**config.mk**
```make
export PLATFORM = sky130hd
export DESIGN_NAME = ram_access_ctrl
export DESIGN_NICKNAME = d
export VERILOG_FILES = /design/src/rtl/ram_access_ctrl.sv
export SDC_FILE = /design/constraint.sdc
export NUM_CORES = 1
export LEC_CHECK = 0
export ABC_AREA = 1
export BUFFER_PORTS_ARGS = -buffer_cell sky130_fd_sc_hd__buf_2
export CAP_MARGIN = 10
export CORE_MARGIN = 2
export CORE_UTILIZATION = 28
export CTS_BUF_LIST = sky130_fd_sc_hd__clkbuf_4
export CTS_CLUSTER_DIAMETER = 50
export DETAILED_ROUTE_END_ITERATION = 8
export PLACE_DENSITY = 0.54
export SLEW_MARGIN = 5
export SYNTH_ARGS = -nofsm -noshare
export SYNTH_HDL_FRONTEND = slang
export SYNTH_SLANG_ARGS = --single-unit
```
**constraint.sdc**
```tcl
create_clock -name clock -period 2.4 [get_ports clock]
set_clock_uncertainty 0.15 [all_clocks]
set_input_delay 0.12 -clock clock [delete_from_list [all_inputs] [get_ports clock]]
set_output_delay 0.12 -clock clock [all_outputs]
set_load 0.02 [all_outputs]
```
**src/rtl/ram_access_ctrl.sv**
```systemverilog
// Single-port block RAM front end shared by the download stream and a CPU
// request/acknowledge client. An optional clear sweep runs after reset.
module ram_access_ctrl #(
  parameter int                      addr_width_g   = 11,
  parameter int                      data_width_g   = 8,
  parameter bit                      clear_enable_g = 1'b1,
  parameter logic [data_width_g-1:0] clear_value_g  = '0
) (
  input  logic                    clock,
  input  logic                    reset_n,
  input  logic                    dl_active,
  input  logic                    dl_wr,
  input  logic [addr_width_g-1:0] dl_addr,
  input  logic [data_width_g-1:0] dl_data,
  input  logic                    cpu_req,
  input  logic                    cpu_we,
  input  logic [addr_width_g-1:0] cpu_addr,
  input  logic [data_width_g-1:0] cpu_wdata,
  output logic                    cpu_ack,
  output logic [data_width_g-1:0] cpu_rdata,
  output logic                    ram_clken,
  output logic                    ram_wren,
  output logic [addr_width_g-1:0] ram_address,
  output logic [data_width_g-1:0] ram_data,
  input  logic [data_width_g-1:0] ram_q,
  output logic                    busy,
  output logic                    dl_overrun
);

  typedef enum logic [2:0] {
    S_CLEAR,
    S_IDLE,
    S_DL,
    S_CPU_RD1,
    S_CPU_RD2,
    S_CPU_ACK
  } state_e;

  state_e                  state_q, state_d;
  logic [addr_width_g:0]   clr_cnt_q, clr_cnt_d;
  logic                    ram_clken_q, ram_clken_d;
  logic                    ram_wren_q, ram_wren_d;
  logic [addr_width_g-1:0] ram_address_q, ram_address_d;
  logic [data_width_g-1:0] ram_data_q, ram_data_d;
  logic                    cpu_ack_q, cpu_ack_d;
  logic [data_width_g-1:0] cpu_rdata_q, cpu_rdata_d;
  logic                    busy_q, busy_d;
  logic                    dl_overrun_q, dl_overrun_d;
  logic                    hold_valid_q, hold_valid_d;
  logic [addr_width_g-1:0] hold_addr_q, hold_addr_d;
  logic [data_width_g-1:0] hold_data_q, hold_data_d;

  logic dispatch;
  logic drain;
  logic direct;

  always_comb begin
    // NOTE: every variable gets a default first so no path can infer a latch.
    state_d       = state_q;
    clr_cnt_d     = clr_cnt_q;
    ram_clken_d   = 1'b0;
    ram_wren_d    = 1'b0;
    ram_address_d = ram_address_q;
    ram_data_d    = ram_data_q;
    cpu_ack_d     = 1'b0;
    cpu_rdata_d   = cpu_rdata_q;
    dl_overrun_d  = dl_overrun_q;
    hold_valid_d  = hold_valid_q;
    hold_addr_d   = hold_addr_q;
    hold_data_d   = hold_data_q;
    dispatch      = 1'b0;
    drain         = 1'b0;
    direct        = 1'b0;

    case (state_q)
      S_CLEAR: begin
        // The extra counter bit marks completion, so the sweep never wraps.
        if (!clr_cnt_q[addr_width_g]) begin
          ram_clken_d   = 1'b1;
          ram_wren_d    = 1'b1;
          ram_address_d = clr_cnt_q[addr_width_g-1:0];
          ram_data_d    = clear_value_g;
          clr_cnt_d     = clr_cnt_q + (addr_width_g+1)'(1);
        end else begin
          dispatch = 1'b1;
        end
      end
      S_IDLE, S_CPU_ACK: dispatch = 1'b1;
      S_DL: begin
        if (hold_valid_q) drain = 1'b1;
        else if (dl_wr)   direct = 1'b1;
      end
      S_CPU_RD1: state_d = S_CPU_RD2;
      S_CPU_RD2: begin
        state_d     = S_CPU_ACK;
        cpu_ack_d   = 1'b1;
        cpu_rdata_d = ram_q;
      end
      default: state_d = S_IDLE;
    endcase

    // Arbitration point: download traffic first, then the CPU.
    if (dispatch) begin
      state_d = S_IDLE;
      if (hold_valid_q) begin
        drain = 1'b1;
        if (dl_active) state_d = S_DL;
      end else if (dl_wr && state_q == S_IDLE) begin
        direct = 1'b1;
        if (dl_active) state_d = S_DL;
      end else if (dl_active) begin
        state_d = S_DL;
      end else if (cpu_req) begin
        ram_clken_d   = 1'b1;
        ram_wren_d    = cpu_we;
        ram_address_d = cpu_addr;
        if (cpu_we) begin
          ram_data_d = cpu_wdata;
          cpu_ack_d  = 1'b1;
        end else begin
          state_d = S_CPU_RD1;
        end
      end
    end

    if (drain) begin
      ram_clken_d   = 1'b1;
      ram_wren_d    = 1'b1;
      ram_address_d = hold_addr_q;
      ram_data_d    = hold_data_q;
    end else if (direct) begin
      ram_clken_d   = 1'b1;
      ram_wren_d    = 1'b1;
      ram_address_d = dl_addr;
      ram_data_d    = dl_data;
    end

    // A strobe not written this cycle is parked; a slot emptied this cycle
    // can take it, otherwise the strobe is lost and flagged.
    if (dl_wr && !direct) begin
      if (!hold_valid_q || drain) begin
        hold_valid_d = 1'b1;
        hold_addr_d  = dl_addr;
        hold_data_d  = dl_data;
      end else begin
        dl_overrun_d = 1'b1;
      end
    end else if (drain) begin
      hold_valid_d = 1'b0;
    end

    if (state_q == S_DL && !dl_active && !hold_valid_d) state_d = S_IDLE;

    busy_d = (state_d == S_CLEAR) || (state_d == S_DL);
  end

  // NOTE: sequential state uses non-blocking assignments only.
  always_ff @(posedge clock or negedge reset_n) begin
    if (!reset_n) begin
      if (clear_enable_g) state_q <= S_CLEAR;
      else                state_q <= S_IDLE;
      clr_cnt_q     <= '0;
      ram_clken_q   <= 1'b0;
      ram_wren_q    <= 1'b0;
      ram_address_q <= '0;
      ram_data_q    <= '0;
      cpu_ack_q     <= 1'b0;
      cpu_rdata_q   <= '0;
      busy_q        <= clear_enable_g;
      dl_overrun_q  <= 1'b0;
      hold_valid_q  <= 1'b0;
      hold_addr_q   <= '0;
      hold_data_q   <= '0;
    end else begin
      state_q       <= state_d;
      clr_cnt_q     <= clr_cnt_d;
      ram_clken_q   <= ram_clken_d;
      ram_wren_q    <= ram_wren_d;
      ram_address_q <= ram_address_d;
      ram_data_q    <= ram_data_d;
      cpu_ack_q     <= cpu_ack_d;
      cpu_rdata_q   <= cpu_rdata_d;
      busy_q        <= busy_d;
      dl_overrun_q  <= dl_overrun_d;
      hold_valid_q  <= hold_valid_d;
      hold_addr_q   <= hold_addr_d;
      hold_data_q   <= hold_data_d;
    end
  end

  assign cpu_ack     = cpu_ack_q;
  assign cpu_rdata   = cpu_rdata_q;
  assign ram_clken   = ram_clken_q;
  assign ram_wren    = ram_wren_q;
  assign ram_address = ram_address_q;
  assign ram_data    = ram_data_q;
  assign busy        = busy_q;
  assign dl_overrun  = dl_overrun_q;

endmodule
```
==> run_results.csv <==
group,metric,value,unit
finish,final_cell_mix,"nand2_1, buf_2, dfrtp_1, dlygate4sd3_1, nand3_1",
finish,drive_gt1_share,24.6,%
placement,dp_hpwl,6440,microns
detailed_routing,viasPerCell,4.54,
cts,cts_tree,"done",
timing,setup_ws,0.472,ns
cts,cts_sinks,67,
power,ir_drop,0.000333,V
synthesis,synth_cells,422,
cts,post_cts_buffers,0,
timing,fin_tns_setup,0,ns
finish,final_common_cell,"nand2_1",
synthesis,ys_warn_count,0,
synthesis,synth-main-ff-cell,"dfrtp_1",
cts,cts_buffers,9,
placement,pre_cts_ws,0.477,ns
cts,cts.clk_slew.worst_paths,0.10,ns
timing,slew_viol_final,0,
timing,max_freq,519,MHz
global_route,grt_max_degree,68,
cts,clockBufferDepth,2,
global_route,grt_remaining_overflow,0,
synthesis,synth-seq-cells,67,
synthesis,synth_seq_area_share,48.9,%
worst_setup_path,critical-path-max-stage-delay,0.46,ns
global_route,antenna_found_initial,1,
die,fp.dieW,115,microns
synthesis,synthesis.area,3430,sq um
die,ios,84,
die,die_h,115,microns
detailed_routing,num_vias,3202,
flow_run,maxCapViolCount,0,
detailed_routing,routed_wl,9220,microns
timing,period_minus_slack,1.93,ns
detailed_routing,drt_iter0_markers,166,
power,power.leakage,2.38,nW
worst_setup_path,worst_setup_path_end_kind,"flip-flop",
timing,hold_viol,0,
timing,setup_viol,0,
worst_setup_path,worstSetupPathType,"flip-flop to flip-flop",
finish,area_delta_synth_final,35.5,%
synthesis,async_flop_share,100,%
finish,nets,606,
die,coreArea,12000,sq um
synthesis,avgSynthCellArea,8.14,sq um
worst_setup_path,crit_buf_inv,1,
detailed_routing,drc,0,
timing,slew_headroom,56.4,%
synthesis,synth_nets,475,
cts,cts-root-buf,"clkbuf_4",
worst_setup_path,cp.arrival,2.08,ns
detailed_routing,first_pass_iters,7,
die,num_rows,40,
finish,final_area,4650,sq um
timing,worst_pin_slew,0.654,ns
die,initial_core_util,28.6,%
worst_setup_path,startpoint_type,"flip-flop",
worst_setup_path,path_delay_family,"simple AND/OR/NAND/NOR gates",
global_route,grt_first_pass_wirelength,15000,microns
outcome,status,"finished, final reports clean",
timing,rsz0062_at_grt,"no",
timing,fin_crit_sh,80.3,%
power,powerDensity,1110,nW/um^2
global_route,grtUsageTotal,14.6,%
hold_path,hold_path.class,"input port to flip-flop",
worst_setup_path,crit_chain,"nor2_4 > nand3_2 > nand2_2 > o21ai_2 > nand2_2 > nand2_2 > buf_12 > nand2_1 > o21ai_0",
placement,gp_congestion,0.823,
die,die_area,13200,sq um
placement,io_buffer_count,83,
placement,place_area,4010,sq um
synthesis,synth.distinct_cells,30,
detailed_routing,ant_nets,0,
synthesis,synth_edf_count,0,
worst_setup_path,slowest_stage,"dfrtp_1",
detailed_routing,wl_per_cell,13.1,microns
cts,htree_levels,3,
cts,insertion_delay,0.42,ns
worst_setup_path,path_max_fanout,22,
global_route,grt_pass1_vias,3018,
worst_setup_path,cpMostUsedCell,"nand2_2",
worst_setup_path,required,2.56,ns
## where the power goes
group	leakage, nW	internal [mW]	switching [mW]
logic	1.46	0.924	1.56
clock network	0.0845	0.410	0.403
registers	0.838	1.59	0.290
total	2.38	2.93	2.25
## kinds of logic after synthesis
group                    count (synthesis)  synth area share, %
multiplexers                             8                 2.62
XOR/XNOR                                 9                 2.30
AO/OA/AOI/OAI                           70                 12.3
AND/OR/NAND/NOR                        203                 25.5
buffers and inverters                   64                 8.09
flip-flops                              67                 48.9
adder cells (fa/ha/maj)                  1                0.364
## synth_stat cells, types with 2 or more instances
library cell	number	area [sq um]
nand2_1	129	484
dfrtp_1	66	1650
nand3_1	43	215
inv_1	42	158
a21oi_1	24	120
o21ai_0	23	115
nor2_1	14	52.6
o21ai_2	12	105
buf_2	11	55.1
o21bai_1	9	67.6
mux2_2	8	90.1
xor2_1	7	61.3
clkbuf_1	4	15.0
nand2_2	4	25.0
buf_6	3	33.8
nand3_2	3	30.0
nand4_1	3	18.8
nor3_1	3	15.0
inv_2	2	7.51
xnor2_1	2	17.5
## registers in the layout, summed over array words and instances, names as in the netlist
name	count
clr_cnt_q	12
hold_addr_q	11
ram_address	11
cpu_rdata	8
hold_data_q	8
ram_data	8
state_q	3
busy	1
cpu_ack	1
dl_overrun	1
hold_valid_q	1
ram_clken	1
ram_wren	1
## metrics by stage
stage / hold WS, ns / std cells / total power [mW] / util [%]
floorplan: -0.326 / 422 / 3.67 / -
global placement: 0.0204 / 640 / 4.30 / 33.4
detailed placement: 0.0223 / 640 / 4.33 / 33.4
CTS: 0.0312 / 705 / 5.23 / 38.7
global route: 0.0725 / 706 / 5.61 / 38.7
finish: 0.0707 / 706 / 5.18 / 38.7
## final cells by class
class | count | area [sq um]
antenna | 1 | 2.50
sequential | 67 | 1680
fill | 1239 | 7360
inverter | 45 | 169
multi-input combinational | 291 | 1480
tap | 147 | 184
timing repair buffer | 139 | 983
clock inverter | 7 | 82.6
clock buffer | 9 | 67.6
## layer usage
metal	GRT usage, %	part of all wire (%)	vias to the layer above
met5	0	0	-
li1	-	-	1623
met4	8.35	3.4	0
met2	22.7	47	85
met3	2.16	4.0	21
met1	19.4	45	1473
## final timing paths
path                       slack [ns]                           to                      from  cells past startpoint
max reg2reg                      0.47  hold_addr_q[10]$_DFFE_PN0P_      state_q[1]$_DFF_PN0_                      9
min                              0.07         state_q[1]$_DFF_PN0_                   cpu_req                      5
max                              0.47  hold_addr_q[10]$_DFFE_PN0P_      state_q[1]$_DFF_PN0_                      9
min in group asynchronous        0.09   hold_data_q[3]$_DFFE_PN0P_                   reset_n                      3
min reg2reg                      0.33     clr_cnt_q[9]$_DFFE_PN0P_  clr_cnt_q[9]$_DFFE_PN0P_                      1
max in group asynchronous        1.68               busy$_DFF_PN1_                   reset_n                      3
## worst reg2reg max path: stages (launching register included)
cell     delay (ns)
dfrtp_1        0.46
nor2_4         0.18
nand3_2        0.13
nand2_2        0.13
o21ai_2        0.09
nand2_2        0.09
nand2_2        0.22
buf_12         0.26
nand2_1        0.05
o21ai_0        0.07
## what timing repair did
| action | CTS | global route |
|---|---|---|
| resized for setup | 0 | 0 |
| endpoints found under the hold margin | 118 | 0 |
| setup endpoints to repair | 0 | 0 |
| hold buffers | 49 | 0 |
Note: power is estimated with default switching activity, not from simulation.
